--- src/rtl/alu_pkg.sv ---
// Shared ALU definitions: FSM state encoding, nibble width and saturation limits.
package alu_pkg;

    typedef enum logic [1:0] {
        IDLE = 2'd0,
        RUN  = 2'd1,
        DONE = 2'd2
    } state_t;

    localparam int unsigned NIBBLE_W = 4;

    // Largest positive two's-complement value for a w-bit word (w <= 64).
    function automatic logic [63:0] sat_max(input int unsigned w);
        return (64'd1 << (w - 1)) - 64'd1;
    endfunction

    // Most negative two's-complement value for a w-bit word (w <= 64).
    function automatic logic [63:0] sat_min(input int unsigned w);
        return 64'd1 << (w - 1);
    endfunction

endpackage

--- src/rtl/cla_4bit.sv ---
// Combinational 4-bit carry-lookahead adder with carry-out and signed-overflow flags.
module cla_4bit (
    input  logic [3:0] a,
    input  logic [3:0] b,
    input  logic       cin,
    output logic [3:0] sum,
    output logic       cout,
    output logic       ovfl
);

    logic [3:0] g;
    logic [3:0] p;
    logic       c1;
    logic       c2;
    logic       c3;
    logic       c4;

    always_comb begin
        g  = a & b;
        p  = a ^ b;
        c1 = g[0] | (p[0] & cin);
        c2 = g[1] | (p[1] & g[0]) | (p[1] & p[0] & cin);
        c3 = g[2] | (p[2] & g[1]) | (p[2] & p[1] & g[0]) | (p[2] & p[1] & p[0] & cin);
        c4 = g[3] | (p[3] & g[2]) | (p[3] & p[2] & g[1]) | (p[3] & p[2] & p[1] & g[0])
           | (p[3] & p[2] & p[1] & p[0] & cin);
        sum  = p ^ {c3, c2, c1, cin};
        cout = c4;
        ovfl = c4 ^ c3;
    end

endmodule

--- src/rtl/nibble_serial_addsub.sv ---
// Multi-cycle add/subtract: one nibble per cycle through a single cla_4bit,
// carry chained through a register, valid/ready on both sides.
module nibble_serial_addsub
    import alu_pkg::*;
#(
    parameter int unsigned WIDTH = 16
) (
    input  logic             clk,
    input  logic             rst_n,
    input  logic             in_valid,
    output logic             in_ready,
    input  logic [WIDTH-1:0] a,
    input  logic [WIDTH-1:0] b,
    input  logic             sub,
    input  logic             sat,
    output logic             out_valid,
    input  logic             out_ready,
    output logic [WIDTH-1:0] result,
    output logic             cout,
    output logic             ovfl,
    output logic             zero,
    output logic             neg
);

    localparam int unsigned NIBBLES = WIDTH / NIBBLE_W;
    localparam int unsigned IDX_W   = (NIBBLES > 1) ? $clog2(NIBBLES) : 1;
    localparam logic [IDX_W-1:0] LAST    = IDX_W'(NIBBLES - 1);
    localparam logic [WIDTH-1:0] SAT_MAX = WIDTH'(sat_max(WIDTH));
    localparam logic [WIDTH-1:0] SAT_MIN = WIDTH'(sat_min(WIDTH));

    state_t               state;
    logic [WIDTH-1:0]     opa;
    logic [WIDTH-1:0]     opb;
    logic                 carry;
    logic                 sat_r;
    logic [IDX_W-1:0]     idx;
    logic [WIDTH-1:0]     res;
    logic                 cout_r;
    logic                 ovfl_r;
    logic                 zero_r;
    logic                 neg_r;

    logic [NIBBLE_W-1:0]  nib_a;
    logic [NIBBLE_W-1:0]  nib_b;
    logic [NIBBLE_W-1:0]  nib_sum;
    logic                 nib_cout;
    logic                 nib_ovfl;
    logic [WIDTH-1:0]     res_nx;
    logic [WIDTH-1:0]     final_res;

    always_comb begin
        nib_a = opa[idx*NIBBLE_W +: NIBBLE_W];
        nib_b = opb[idx*NIBBLE_W +: NIBBLE_W];
    end

    cla_4bit u_cla (
        .a    (nib_a),
        .b    (nib_b),
        .cin  (carry),
        .sum  (nib_sum),
        .cout (nib_cout),
        .ovfl (nib_ovfl)
    );

    // final_res is only consumed on the last nibble, where nib_ovfl is the word overflow.
    always_comb begin
        res_nx = res;
        res_nx[idx*NIBBLE_W +: NIBBLE_W] = nib_sum;
        final_res = res_nx;
        if (sat_r && nib_ovfl) begin
            final_res = opa[WIDTH-1] ? SAT_MIN : SAT_MAX;
        end
    end

    always_ff @(posedge clk or negedge rst_n) begin
        if (!rst_n) begin
            state  <= IDLE;
            opa    <= '0;
            opb    <= '0;
            carry  <= 1'b0;
            sat_r  <= 1'b0;
            idx    <= '0;
            res    <= '0;
            cout_r <= 1'b0;
            ovfl_r <= 1'b0;
            zero_r <= 1'b0;
            neg_r  <= 1'b0;
        end else begin
            case (state)
                IDLE: begin
                    if (in_valid) begin
                        opa   <= a;
                        opb   <= sub ? ~b : b;
                        carry <= sub;
                        sat_r <= sat;
                        idx   <= '0;
                        res   <= '0;
                        state <= RUN;
                    end
                end
                RUN: begin
                    carry <= nib_cout;
                    if (idx == LAST) begin
                        res    <= final_res;
                        cout_r <= nib_cout;
                        ovfl_r <= nib_ovfl;
                        zero_r <= (final_res == '0);
                        neg_r  <= final_res[WIDTH-1];
                        state  <= DONE;
                    end else begin
                        res <= res_nx;
                        idx <= idx + 1'b1;
                    end
                end
                DONE: begin
                    if (out_ready) begin
                        state <= IDLE;
                    end
                end
                default: state <= IDLE;
            endcase
        end
    end

    assign in_ready  = (state == IDLE);
    assign out_valid = (state == DONE);
    assign result    = res;
    assign cout      = cout_r;
    assign ovfl      = ovfl_r;
    assign zero      = zero_r;
    assign neg       = neg_r;

endmodule

--- config.mk ---
export PLATFORM = sky130hd
export DESIGN_NAME = nibble_serial_addsub
export DESIGN_NICKNAME = d
export VERILOG_FILES = /design/src/rtl/alu_pkg.sv /design/src/rtl/cla_4bit.sv /design/src/rtl/nibble_serial_addsub.sv
export SDC_FILE = /design/constraint.sdc
export NUM_CORES = 1
export LEC_CHECK = 0
export ABC_AREA = 1
export BUFFER_PORTS_ARGS = -buffer_cell sky130_fd_sc_hd__buf_2
export CAP_MARGIN = 20
export CORE_UTILIZATION = 35
export CTS_CLUSTER_SIZE = 20
export DETAILED_ROUTE_END_ITERATION = 12
export GPL_TIMING_DRIVEN = 0
export PLACE_DENSITY_LB_ADDON = 0.3
export SETUP_SLACK_MARGIN = 0.3
export SLEW_MARGIN = 20
export SYNTH_ARGS = -nofsm -noshare
export SYNTH_HDL_FRONTEND = slang
export SYNTH_SLANG_ARGS = --single-unit
--- constraint.sdc ---
create_clock -name clk -period 2.8 [get_ports clk]
set_clock_uncertainty 0.05 [all_clocks]
set_input_delay 0.14 -clock clk [delete_from_list [all_inputs] [get_ports clk]]
set_output_delay 0.14 -clock clk [all_outputs]
set_load 0.005 [all_outputs]
-- Yosys cells after proc, flatten, opt, wreduce, memory -nomap -nowiden
Cells that the tools add are included.
- register bits after elaboration: 58
- shift-type cells: 4
- reduce and logical (&&, ||, !) cells: 9
- mux-type cells: 16
- bitwise gates (word level): 31
- add/sub/neg operators: 2
- equality and inequality tests: 7
- operator list (kind ; count):
    $mux 16 ; 5
    $neg 4->34 ; 1
    $shift 4x34->16 const A ; 1
    $shiftx 4x34->16 ; 1
    $pmux 16 s2 ; 1
    $shiftx 16x5->4 ; 2
    $and 1x1->1 ; 16
    $bwmux 16 ; 1
    $logic_not 16->1 ; 1
    $not 16->16 ; 1
    $mux 2 ; 5
    $or 1x1->1 ; 10
    $xor 4x4->4 ; 2
    $ne 2x2->1 const B ; 3
    $pmux 2 s3 ; 1
    $reduce_and 2->1 ; 3
    $reduce_and 3->1 ; 2
    $and 4x4->4 ; 1
    $eq 2x2->1 const B ; 2
    $pmux 2 s2 ; 1
    $add 2x1->2 const B ; 1
    $eq 2x1->1 const B ; 1
    $logic_not 2->1 ; 1
    $ne 2x1->1 const B ; 1
    other kinds (5) ; 5

-- Depth between registers and ports, before layout
- word-level depth: 12
- mapped depth: 18
- depth with buffers taken out: 16

-- Hierarchy
A second synthesis with hierarchy kept.
- cell total of the unflattened synthesis: 443
- area, all modules: 3296.9 µm²
- by module, submodules not included (module ; times used ; cells each ; area an instance (µm²) ; sequential area each (µm²)):
    nibble_serial_addsub ; 1 ; 398 ; 3039.2 ; 1451.4
    cla_4bit ; 1 ; 45 ; 257.7 ; 0.0

-- Worst setup path after synthesis
Ideal clock, no wire load.
- kind: register to register
- start point: register idx[0]
- end point: register res[1], in the netlist result[1]
- path slack: 0.068 ns
- data required time: 2.629 ns
- buffers on the path: 2
- stages on the path, launching flop included: 18
- arrival time: 2.561 ns
- cell sequence: dfrtp_1 -> inv_1 -> clkbuf_1 -> buf_2 -> nor2_1 -> o22ai_1 -> ha_1 -> nand2_1 -> nand2_1 -> nand2_2 -> nand2_2 -> o21ai_4 -> nand3_4 -> inv_4 -> nand2_4 -> nand2_4 -> nand2_4 -> a22o_1
- longest elaborated chain between the ends: 12
- elaborated cells on any way between the ends: 41
- classes of those cells: add/sub: 1; eq/ne: 1; shift: 4; mux: 4; bitwise: 30; reduce/logical: 1
- ends and longest elaborated chain (item ; line ; source):
    start, declared ; nibble_serial_addsub.sv:36 ; logic [IDX_W-1:0] idx;
    start signal, assigned ; nibble_serial_addsub.sv:112 ; idx <= idx + 1'b1;
    $shiftx 16x5->4 (on tied branches) ; nibble_serial_addsub.sv:52, nibble_serial_addsub.sv:53 ;
    $xor 4x4->4 / $and 4x4->4 (equally long branches) ; cla_4bit.sv:20, cla_4bit.sv:19 ;
    $and 1x1->1 (on tied branches) ; cla_4bit.sv:23, cla_4bit.sv:24, cla_4bit.sv:25 ;
    $or 1x1->1, or another cell as far along (3 in a row) ; cla_4bit.sv:23 ; c3 = g[2] | (p[2] & g[1]) | (p[2] & p[1] & g[0]) | (p[2] & p[1] & p[0] & cin);
    $xor 4x4->4 / $or 1x1->1 (equally long branches) ; cla_4bit.sv:26, cla_4bit.sv:25 ;
    $shiftx 4x34->16 / $xor 1x1->1 (equally long branches) ; nibble_serial_addsub.sv:68, cla_4bit.sv:28 ;
    $bwmux 16 / $logic_and 1x1->1 (equally long branches) ; nibble_serial_addsub.sv:68, nibble_serial_addsub.sv:70 ;
    $mux 16 ; nibble_serial_addsub.sv:70 ; if (sat_r && nib_ovfl) begin
    $mux 16 (*) ; nibble_serial_addsub.sv:103 ; if (idx == LAST) begin
    $pmux 16 s2 (*) ; nibble_serial_addsub.sv:89 ; case (state)
    end signal, assigned ; nibble_serial_addsub.sv:104 ; res <= final_res;
    end signal, assigned ; nibble_serial_addsub.sv:111 ; res <= res_nx;
    end, declared ; nibble_serial_addsub.sv:37 ; logic [WIDTH-1:0] res;
Every way passes the cells marked *; elsewhere a longest branch is shown, timed or not.
A chain may end at the register's enable or synchronous reset.

-- Final worst setup path
- start point: register idx[0]
- end point: register zero_r, in the netlist zero
- longest elaborated chain between the ends: 11
- elaborated cells on any way between the ends: 41
- classes of those cells: add/sub: 1; eq/ne: 1; shift: 4; mux: 2; bitwise: 30; reduce/logical: 3
- ends and longest elaborated chain (item ; line ; source):
    $shiftx 16x5->4 (on tied branches) ; nibble_serial_addsub.sv:52, nibble_serial_addsub.sv:53 ;
    $xor 4x4->4 / $and 4x4->4 (equally long branches) ; cla_4bit.sv:20, cla_4bit.sv:19 ;
    $and 1x1->1 (on tied branches) ; cla_4bit.sv:23, cla_4bit.sv:24, cla_4bit.sv:25 ;
    $or 1x1->1, or another cell as far along (3 in a row) ; cla_4bit.sv:23 ;
    $xor 4x4->4 / $or 1x1->1 (equally long branches) ; cla_4bit.sv:26, cla_4bit.sv:25 ;
    $shiftx 4x34->16 / $xor 1x1->1 (equally long branches) ; nibble_serial_addsub.sv:68, cla_4bit.sv:28 ;
    $bwmux 16 / $logic_and 1x1->1 (equally long branches) ; nibble_serial_addsub.sv:68, nibble_serial_addsub.sv:70 ;
    $mux 16 ; nibble_serial_addsub.sv:70 ;
    $logic_not 16->1 ; nibble_serial_addsub.sv:107 ; zero_r <= (final_res == '0);
    end signal, assigned ; nibble_serial_addsub.sv:107 ;
    end, declared ; nibble_serial_addsub.sv:40 ; logic zero_r;
Parallel ways exist; a longest one is shown, timed or not.

==> out/metrics.cfg <==
[finish]
areaGrowthSynthToFinish_pct=40.59
n_antenna_cell=0
nets=605
stdcell_count=689
fill_cells=925
final_core_util=0.5106
drive_above_1_share=0.3089

[global_route]
grt_max_degree=59
grt_pass1_vias=3332
grt_remaining_overflow=0
track_usage=0.2026
antenna_found_initial=0
grt_pass1_wl_um=15650

[sta]
setup_ws_ps=223.0
rsz0062_at_grt=true
tightest_slew_ps=736.2
whs_ps=30.20
period_share=0.9203
slew_headroom=0.5092
setup_viol=0
setup-tns-final_ps=0
finalHoldViolations=0
slew_violations=0
min_period_ps=2577
fmax_mhz=388.1

[power_and_ir_drop]
powerDensity_nw_per_um2=1396
leakagePower_uw=0.002382
peakVddDrop_uv=656.2

[detailed_routing]
first_pass_iters=4
vias=3321
drcViolationCount=0
ant_nets=0
routed_wl_um=9406
avgViaCountPerCell=4.820
drt_iter0_markers=155
post_drt_wl_per_cell_um=13.65

[yosys]
yosysWarnings=0
synth_seq_area_share=0.4304
synthCells=438
postSynthAreaPerCell_um2=7.699
synth_nets=488
ys_ff_latch=58
syn-cell-area_um2=3372
netlist-cell-type-count=38

[critical_path]
startpoint_type=flop
cp.required_ps=3030
path_max_fanout=7
crit_arrival_ps=2810
crit_type=reg -> reg
worstSetupEndpointType=flop

[floorplanning]
io_pins=60
rows=35
start_util=0.3632
design.core.area_um2=9284
die_x_um=100.2
die_h_um=100.2
dieArea_um2=10030

[cts]
cts_tree=yes
path_clk_slew_ps=70
clk_latency_ps=350
cts_buffers=9
cts.sinks=58
clock_path_buffers=2
cts.htree.levels=3
clockRootBuffer=clkbuf_8

[place]
portBuffers=58
hpwl_um=6488
place.gp.congestion=0.9288
place_ws_ps=-245.2
placed_cells=625

[outcome]
outcome=completed

[hold_path]
hp-class=in -> reg

[job]
max_cap_viol_count=0

-- cell type report --
cell class	count	area, um2	area share
well taps	129	161.4	0.03405
repair buffers	106	718.2	0.1515
clock buffers	11	141.4	0.02982
clock inverters	5	77.57	0.01636
multi-input cells	326	1904	0.4017
flip-flops and latches	58	1454	0.3067
inverters	40	160.2	0.03378
plain buffers	14	123.9	0.02613
-- state kept, by name (all words and copies together) (netlist names) --
signal / flops
cout: 1
sat_r: 1
idx: 2
opa: 16
zero: 1
opb: 16
state: 2
neg: 1
ovfl: 1
carry: 1
result: 16
-- critical path, cell delays in order (launching register included) --
cell,delay [ps]
dfrtp_2,450
inv_4,80
clkbuf_16,140
buf_8,130
nor2_4,40
o22ai_4,250
fa_2,510
inv_2,60
nor2_1,40
nand2_1,100
nand2_2,70
nor2_1,90
nand2_1,70
nor2_1,80
nand4_1,90
nor2_1,110
nand3_1,100
nand2_1,70
-- path summary, 6_finish.rpt --
path                            startpoint        end  slack, ps  depth (start not counted)
min in group asynchronous            rst_n  result[6]        350                          2
worst min register to register         neg        neg        430                          2
worst max-delay path                idx[0]       zero        220                         17
worst max register to register      idx[0]       zero        220                         17
worst min-delay path                 b[10]    opb[10]         30                          3
max in group asynchronous            rst_n     idx[0]       1820                          2
-- cells in the mapped netlist, drive strengths merged --
master	number	area [um2]
a22o	1	8.760
nor2	49	211.5
nand4	2	12.51
o221ai	1	8.760
or2	1	6.260
nor3	1	5.000
a21oi	3	18.77
clkinv	2	8.750
buf	7	35.03
inv	38	145.1
o22ai	8	50.05
dfrtp	58	1451
clkbuf	7	26.28
fa	1	20.02
ha	11	137.6
xnor2	16	140.1
a21boi	2	15.02
nand3	26	152.7
nand2	146	578.1
o31ai	1	7.510
a22oi	2	20.02
o211ai	3	22.52
o21ai	47	246.5
a2bb2oi	5	43.79
-- kinds of logic (layout without fill, tap and decap cells) --
family	Yosys count	in the layout	share of synthesized area
buffers and inverters	54	176	0.06382
AOI/OAI and AO/OA	73	73	0.1310
and+or+nand+nor	225	225	0.2865
DFF	58	58	0.4304
xor gates and xnor gates	16	16	0.04156
adders and majority gates	12	12	0.04675
-- layer usage --
layer  vias up  track usage  routed length (um)
met4         0       0.1037                 295
met1      1557       0.2450                4157
li1       1644            -                   -
met2        94       0.3409                4539
met3        26      0.04248                 414
met5         -            0                   0
-- layout by cell type (no fill, tap or decap), types with 7 or more instances in the layout --
master	Yosys	final
buf_2	7	63
nor2_1	44	35
inv_1	31	29
nor2_2	2	8
o21ai_0	42	30
ha_1	11	8
dfrtp_1	58	56
nand2_2	3	8
clkbuf_8	0	12
inv_2	6	7
dlygate4sd3_1	0	19
nand2_1	140	134
buf_4	0	26
nand3_1	23	22
o21ai_1	4	12
xnor2_1	16	16
-- report_power, final --
part / internal, uW / switching (uW) / total, uW
clock network: 523 / 363 / 885
registers: 1220 / 289 / 1510
logic: 1830 / 2380 / 4220
-- through the flow --
step / area (um2) / total power (uW)
6_report: 4741 / 6616
5_1_grt: 4741 / 7182
4_1_cts: 4608 / 6266
3_5_place_dp: 3854 / 4654
3_3_place_gp: 3851 / 4591
2_1_floorplan: 3400 / 3792
-- timing repair --
item                                    4_1_cts  5_1_grt
endpoints found under the hold margin        76        0
pin swaps                                    19       13
buffers inserted                             23        5
endpoints found under the setup margin       21       18
gates resized for setup                      41       28
cloned                                        1        0
hold buffers                                 19        0
Note: power is estimated with default switching activity, not from simulation.
